===== src/rtl/muldiv_unit_pkg.sv =====
// Shared op and FSM encodings for the HI/LO multiply/divide unit.
// Used by the ALU, the decoder and muldiv_unit.
package muldiv_unit_pkg;

  typedef enum logic [2:0] {
    OP_MULT  = 3'd0,
    OP_MULTU = 3'd1,
    OP_DIV   = 3'd2,
    OP_DIVU  = 3'd3,
    OP_MTHI  = 3'd4,
    OP_MTLO  = 3'd5
  } op_e;

  typedef enum logic [1:0] {
    ST_IDLE = 2'd0,
    ST_MUL  = 2'd1,
    ST_DIV  = 2'd2,
    ST_FIX  = 2'd3
  } state_e;

  function automatic logic op_is_signed(input logic [2:0] op);
    return (op == OP_MULT) || (op == OP_DIV);
  endfunction

endpackage


===== src/rtl/muldiv_unit_div_iter.sv =====
// Unsigned restoring divider: one quotient bit per step, WIDTH steps after load.
// A zero divisor naturally yields an all-ones quotient and remainder = dividend.
module div_iter #(
  parameter int WIDTH = 32
) (
  input  logic             clk,
  input  logic             load,
  input  logic             step,
  input  logic [WIDTH-1:0] dividend,
  input  logic [WIDTH-1:0] divisor,
  output logic [WIDTH-1:0] quotient,
  output logic [WIDTH-1:0] remainder
);

  logic [WIDTH-1:0] quo_q;
  logic [WIDTH-1:0] rem_q;
  logic [WIDTH-1:0] dvs_q;
  logic [WIDTH:0]   partial;
  logic [WIDTH:0]   trial;

  always_comb begin
    partial = {rem_q, quo_q[WIDTH-1]};
    trial   = partial - {1'b0, dvs_q};
  end

  // trial MSB set means the subtraction borrowed: restore and shift in a 0
  always_ff @(posedge clk) begin
    if (load) begin
      quo_q <= dividend;
      rem_q <= '0;
      dvs_q <= divisor;
    end else if (step) begin
      if (trial[WIDTH]) begin
        rem_q <= partial[WIDTH-1:0];
        quo_q <= {quo_q[WIDTH-2:0], 1'b0};
      end else begin
        rem_q <= trial[WIDTH-1:0];
        quo_q <= {quo_q[WIDTH-2:0], 1'b1};
      end
    end
  end

  assign quotient  = quo_q;
  assign remainder = rem_q;

endmodule


===== src/rtl/muldiv_unit.sv =====
// HI/LO multiply/divide unit with MTHI/MTLO and cancel support.
// Define MULDIV_DIV_EN to include the iterative divider; otherwise DIV/DIVU complete as no-ops.
import muldiv_unit_pkg::*;

module muldiv_unit #(
  parameter int WIDTH = 32
) (
  input  logic             clk,
  input  logic             rst,
  input  logic             start_i,
  input  logic [2:0]       op_i,
  input  logic [WIDTH-1:0] a_i,
  input  logic [WIDTH-1:0] b_i,
  input  logic             cancel_i,
  output logic             busy_o,
  output logic             done_o,
  output logic [WIDTH-1:0] hi_o,
  output logic [WIDTH-1:0] lo_o
);

  state_e             state;
  logic [2:0]         op_q;
  logic [WIDTH-1:0]   a_q;
  logic [WIDTH-1:0]   b_q;
  logic               accept;
  logic               signed_op;
  logic [2*WIDTH-1:0] product;

  assign accept = (state == ST_IDLE) && start_i && !cancel_i;

  // Sign- or zero-extend both operands so one 2*WIDTH multiply serves MULT and MULTU
  always_comb begin
    signed_op = op_is_signed(op_q);
    product   = {{WIDTH{signed_op & a_q[WIDTH-1]}}, a_q} *
                {{WIDTH{signed_op & b_q[WIDTH-1]}}, b_q};
  end

`ifdef MULDIV_DIV_EN
  localparam int CW = $clog2(WIDTH);

  logic [CW-1:0]    cnt;
  logic             in_signed;
  logic [WIDTH-1:0] a_mag;
  logic [WIDTH-1:0] b_mag;
  logic [WIDTH-1:0] quo;
  logic [WIDTH-1:0] rem;
  logic [WIDTH-1:0] lo_fix;
  logic [WIDTH-1:0] hi_fix;

  // Divider works on magnitudes; FIX restores signs (remainder follows the dividend)
  always_comb begin
    in_signed = op_is_signed(op_i);
    a_mag     = (in_signed && a_i[WIDTH-1]) ? -a_i : a_i;
    b_mag     = (in_signed && b_i[WIDTH-1]) ? -b_i : b_i;
    if (b_q == '0)
      lo_fix = '1;
    else if (signed_op && (a_q[WIDTH-1] ^ b_q[WIDTH-1]))
      lo_fix = -quo;
    else
      lo_fix = quo;
    hi_fix = (signed_op && a_q[WIDTH-1]) ? -rem : rem;
  end

  div_iter #(.WIDTH(WIDTH)) u_div_iter (
    .clk       (clk),
    .load      (accept && ((op_i == OP_DIV) || (op_i == OP_DIVU))),
    .step      (state == ST_DIV),
    .dividend  (a_mag),
    .divisor   (b_mag),
    .quotient  (quo),
    .remainder (rem)
  );
`endif

  always_ff @(posedge clk) begin
    if (rst) begin
      state  <= ST_IDLE;
      busy_o <= 1'b0;
      done_o <= 1'b0;
      hi_o   <= '0;
      lo_o   <= '0;
    end else begin
      done_o <= 1'b0;
      if ((state != ST_IDLE) && cancel_i) begin
        state  <= ST_IDLE;
        busy_o <= 1'b0;
      end else begin
        case (state)
          ST_IDLE: begin
            if (accept) begin
              op_q <= op_i;
              a_q  <= a_i;
              b_q  <= b_i;
              case (op_i)
                OP_MTHI: begin
                  hi_o   <= a_i;
                  done_o <= 1'b1;
                end
                OP_MTLO: begin
                  lo_o   <= a_i;
                  done_o <= 1'b1;
                end
                OP_MULT, OP_MULTU: begin
                  state  <= ST_MUL;
                  busy_o <= 1'b1;
                end
                OP_DIV, OP_DIVU: begin
`ifdef MULDIV_DIV_EN
                  state  <= ST_DIV;
                  busy_o <= 1'b1;
                  cnt    <= '0;
`else
                  done_o <= 1'b1;
`endif
                end
                default: ;
              endcase
            end
          end
          ST_MUL: begin
            {hi_o, lo_o} <= product;
            done_o       <= 1'b1;
            state        <= ST_IDLE;
            busy_o       <= 1'b0;
          end
`ifdef MULDIV_DIV_EN
          ST_DIV: begin
            if (cnt == CW'(WIDTH - 1))
              state <= ST_FIX;
            else
              cnt <= cnt + CW'(1);
          end
          ST_FIX: begin
            hi_o   <= hi_fix;
            lo_o   <= lo_fix;
            done_o <= 1'b1;
            state  <= ST_IDLE;
            busy_o <= 1'b0;
          end
`endif
          default: begin
            state  <= ST_IDLE;
            busy_o <= 1'b0;
          end
        endcase
      end
    end
  end

endmodule


===== config.mk =====
export PLATFORM = sky130hd
export DESIGN_NAME = muldiv_unit
export DESIGN_NICKNAME = d
export VERILOG_FILES = /design/src/rtl/muldiv_unit_pkg.sv /design/src/rtl/muldiv_unit_div_iter.sv /design/src/rtl/muldiv_unit.sv
export SDC_FILE = /design/constraint.sdc
export NUM_CORES = 2
export LEC_CHECK = 0
export ABC_AREA = 1
export BUFFER_PORTS_ARGS = -buffer_cell sky130_fd_sc_hd__buf_2
export CORE_MARGIN = 2
export CORE_UTILIZATION = 30
export DETAILED_ROUTE_END_ITERATION = 7
export GPL_ROUTABILITY_DRIVEN = 1
export PLACE_DENSITY = 0.49
export SETUP_SLACK_MARGIN = 0.05
export SYNTH_ARGS = -nofsm -noshare
export SYNTH_HDL_FRONTEND = slang
export SYNTH_SLANG_ARGS = --single-unit

===== constraint.sdc =====
create_clock -name clk -period 10.45 [get_ports clk]
set_input_delay 1.045 -clock clk [delete_from_list [all_inputs] [get_ports clk]]
set_output_delay 1.045 -clock clk [all_outputs]
set_load 0.02 [all_outputs]

# Word level (Yosys, flattened, before mapping)

Index checks and enable logic that the tools add are counted.

Bits in read-only memories: 0
Input bits: 71
Memories kept: 0
Output and inout bits: 66
Memory bits (writable): 0
Bits in latches: 0
Register bits: 133

Bitwise gates (word level): 5
Reductions and logical operators: 17
$mul: 1
Mux-type cells: 9
Add/sub/neg operators: 0
Divide/modulo/power cells: 0
Shift operators: 0
Equal/unequal tests: 9
Magnitude comparators: 0

Operators with widths:

| kind                 | count |
|---|---|
| $mux W32             | 4 |
| $pmux W32 S2         | 2 |
| $mul A33 B33 Y64     | 1 |
| $reduce_and A4 Y1    | 3 |
| $eq A3 B2 Y1 const B | 3 |
| $eq A3 B3 Y1 const B | 2 |
| $logic_not A3 Y1     | 2 |
| $ne A2 B1 Y1 const B | 2 |
| $reduce_or A2 Y1     | 2 |
| $reduce_or A4 Y1     | 1 |
| $eq A3 B1 Y1 const B | 1 |
| $logic_and A1 B1 Y1  | 3 |
| $not A1 Y1           | 3 |
| $reduce_or A3 Y1     | 1 |
| $and A1 B1 Y1        | 2 |
| $logic_not A2 Y1     | 1 |
| $mux W1              | 2 |
| $ne A2 B2 Y1 const B | 1 |
| $pmux W1 S2          | 1 |
| $reduce_and A2 Y1    | 1 |
| $reduce_bool A2 Y1   | 1 |
| $logic_not A1 Y1     | 1 |
| $logic_or A1 B1 Y1   | 1 |

# Depth between registers and ports, before layout

Depth after elaboration: 5
Gate-level depth with buffers: 34
Mapped depth without buffers: 32

# Worst setup path before layout

OpenSTA, ideal clock, no wires.

Path kind: reg-to-reg
Start: register op_q[2]
End: register hi_o[31]
Period minus slack after synthesis: 7.370 ns
Stages on the path, launching flop included: 31
Path slack: 3.080 ns
Buffers on the path: 2
Arrival: 7.248 ns
Library setup time: 0.122 ns
Data required time: 10.328 ns
Path through: edfxtp_1 nor2_2 inv_1 clkbuf_1 buf_1 nor2_1 fa_1 inv_1 fa_1 inv_1 fa_1 fa_1 inv_1 fa_1 inv_1 fa_1 inv_1 fa_1 fa_1 inv_1 ha_1 nand2_1 nor2_1 nand2_1 nor3b_2 and2_1 nand2_2 nand2_2 nand3_1 nand3_2 a21oi_2

Cells in the longest elaborated chain, start to end: 5
Elaborated cells between the ends (all ways): 7

Ends and longest elaborated chain:

| what                                                    | RTL line                             | RTL |
|---|---|---|
| start: declaration                                      | muldiv_unit.sv:22                    | `logic [2:0] op_q;` |
| start signal: assignment                                | muldiv_unit.sv:91                    | `op_q <= op_i;` |
| $eq A3 B2 Y1 / $logic_not A3 Y1 (equally long branches) | muldiv_unit_pkg.sv:22                | `return (op == OP_MULT) \|\| (op == OP_DIV);` |
| $logic_or A1 B1 Y1 (*)                                  | muldiv_unit_pkg.sv:22                |  |
| $and A1 B1 Y1, on equally long branches                 | muldiv_unit.sv:34, muldiv_unit.sv:35 |  |
| $mul A33 B33 Y64 (*)                                    | muldiv_unit.sv:34                    | `product = {{WIDTH{signed_op & a_q[WIDTH-1]}}, a_q} *` |
| $pmux W32 S2 (*)                                        | muldiv_unit.sv:88                    | `case (state)` |
| end signal: assignment                                  | muldiv_unit.sv:96                    | `hi_o <= a_i;` |
| end signal: assignment                                  | muldiv_unit.sv:121                   | `{hi_o, lo_o} <= product;` |
| end: declaration                                        | muldiv_unit.sv:17                    | `output logic [WIDTH-1:0] hi_o,` |

Mark *: on every way between the ends. The rest lies on a longest branch, timed or not.
A chain may end at the register's enable or synchronous reset.

# Final worst setup path

Start: register a_q[31]
End: register hi_o[29]

Cells in the longest elaborated chain, start to end: 3

Ends and longest elaborated chain:

| what                     | RTL line          | RTL |
|---|---|---|
| start: declaration       | muldiv_unit.sv:23 | `logic [WIDTH-1:0] a_q;` |
| start signal: assignment | muldiv_unit.sv:92 | `a_q <= a_i;` |
| $and A1 B1 Y1            | muldiv_unit.sv:34 |  |
| $mul A33 B33 Y64 (*)     | muldiv_unit.sv:34 |  |
| $pmux W32 S2 (*)         | muldiv_unit.sv:88 |  |

Marked as above.

==> run metrics <==
Buffers on Ports 136; Vias 34.9k; Placed Area 0.0480 mm2; Critical Path RT 10.89 ns; Core Rows 142; Starting Density 0.302; vias per cell 4.57; RSZ-0062 raised after global routing no; FF+latch count, synth 132; H-tree levels 4; Place WS 1.54 ns; syn_nets 7031; YS warnings 0; io pins 137; top-area cell type share of the netlist area 0.499; DRT Pass-1 Iters 6; WL per Instance 19.6 um; GRT Total Usage 0.205; leading area contributor after synthesis fa_1; syn_area_per_cell 8.02 um2; Post-Synthesis Cells 5622; Max-cap violations 0; Seq/Total Area, Yosys 0.0732; initial antenna violation count 10; Pins Over Slew Limit 0; startpoint types flop; Placer Congestion 0.910; CTS clk-pin slew, worst paths 0.08 ns; Root Driver clkbuf_16; top cells by area, synth fa_1, inv_1, nand2_1; clock skew 0.0204 ns; Longest Clk Path Bufs 2; total CTS buffers 17; final setup margin 1.43 ns; TritonCTS Sinks 132; grt ovf 0; worst rel slew slack 0.153; Remaining DRCs 0; CTS tree done; Final min period 9.02 ns; Die W 392 um; NumNets Final 7009; Arr. time, crit path 9.46 ns; post-CTS resize count 0; final hold viol count 0; initial DRC count 2298; first-pass GRT wire length 236 mm; vias in the first global route 37.9k; critical path fanouts, max 32; Routed WL 150 mm; Die ar. 0.153 mm2; area of the mapped netlist 0.0451 mm2; critical path type reg -> reg; outcome completed; Finished Cell Area 0.0486 mm2; Post-CTS Setup Bufs 0; largest net degree at the start of global routing 64; Area Overhead vs Synth 7.69%; Max Freq 111 MHz; Die Ht 392 um; Setup-failing EPs final 0; Min Hold Slack 0.515 ns; Routed Antenna Nets 0; core footprint 0.150 mm2; fraction of the cycle the final worst path needs 0.863; CP endpoint kind flop; final sum of negative setup slack 0 ns; worst slew pin tran 1.27 ns; Hold WC Path Type reg -> reg; # hold bufs at CTS 0; fraction of layout cells with a size suffix above 1 0.0615; clock latency on the worst-skew pair 0.51 ns; count of cell types in the netlist 44; DP HPWL 127 mm
[worst max-delay path: stages (launching register included)]
cell and delay, ns:
edfxtp_1 1.20, nand2_1 0.25, nor2_1 0.25, fa_1 0.47, inv_1 0.23, fa_1 0.51
inv_1 0.20, fa_1 0.49, fa_1 0.87, inv_1 0.35, fa_1 0.56, inv_1 0.05
fa_1 0.53, inv_1 0.05, fa_1 0.45, fa_1 0.49, inv_1 0.04, ha_1 0.40
nand2_1 0.17, nor2_1 0.15, inv_1 0.10, nor2_1 0.17, nand2_1 0.10, nor3_1 0.40
nand2_1 0.14, nand3_1 0.10, nand3_1 0.07, a21oi_1 0.16
[layout by cell type, fill, tap and decap left out, types with 20 or more instances in the layout]
| master | instances |
|---|---|
| a21oi_1 | 159 |
| nand2_2 | 20 |
| ha_1 | 213 |
| edfxtp_1 | 66 |
| fa_1 | 1125 |
| inv_1 | 1660 |
| nand3_1 | 117 |
| nor2_1 | 190 |
| nand2_1 | 1497 |
| o21ai_0 | 98 |
| dfxtp_1 | 65 |
| buf_2 | 136 |
| buf_4 | 80 |
[sequential cells by signal (all words and copies together), names as in the netlist]
name / cells
lo_o: 32
op_q: 2
b_q: 32
done_o: 1
a_q: 32
hi_o: 32
state: 1
[per-stage QoR]
step	cells	utilization
floorplan	5622	-
global placement	7597	0.321
detailed placement	7597	0.321
CTS	7629	0.325
global route	7630	0.325
finish	7631	0.325
[cell families after synthesis]
| logic type | count (synthesis) | synth area share |
|---|---|---|
| buffers and inverters | 1931 | 0.161 |
| AND/OR/NAND/NOR | 1922 | 0.172 |
| AO/OA/AOI/OAI | 294 | 0.0346 |
| flip-flops | 132 | 0.0732 |
| adder cells (fa/ha/maj) | 1338 | 0.558 |
| XOR/XNOR | 5 | 0.000971 |
[final timing paths]
kind,from,depth (start not counted),slack (ns),endpoint
setup reg to reg,a_q[31],27,1.43,hi_o[29]
hold / removal,lo_o[7],2,0.51,lo_o[7]
setup / recovery,a_q[31],27,1.43,hi_o[29]
hold reg to reg,lo_o[7],2,0.51,lo_o[7]
[Yosys cell counts, drive strengths merged]
cell type	instances
a211oi	1
a21boi	1
a21o	3
a21oi	164
a31oi	9
and2	2
buf	10
clkbuf	250
clkinv	1
dfxtp	66
edfxtp	66
fa	1125
ha	213
inv	1670
nand2	1517
nand3	128
nand3b	8
nand4	18
nor2	213
nor3	12
nor3b	2
nor4	2
o21ai	104
o21bai	12
or2	20
xnor2	3
xor2	2
[area by class of cell]
| class | count | area (um2) |
|---|---|---|
| flip-flops and latches | 132 | 3300 |
| clock inverters | 12 | 120 |
| repair buffers | 219 | 1340 |
| multi-input cells | 3559 | 34600 |
| clock buffers | 20 | 458 |
| fillers | 16142 | 101000 |
| inverters | 1671 | 6270 |
| diodes | 2 | 5.00 |
| well taps | 2016 | 2520 |
[metal layers]
metal	GRT usage	share of wire
met2	0.359	0.50
met4	0.0374	0.017
met3	0.0205	0.039
met1	0.276	0.44
met5	0	0.00027
Power is left out: the tool's default activity adds up to more than one toggle a clock period on the data nets, which glitch-free logic cannot reach.
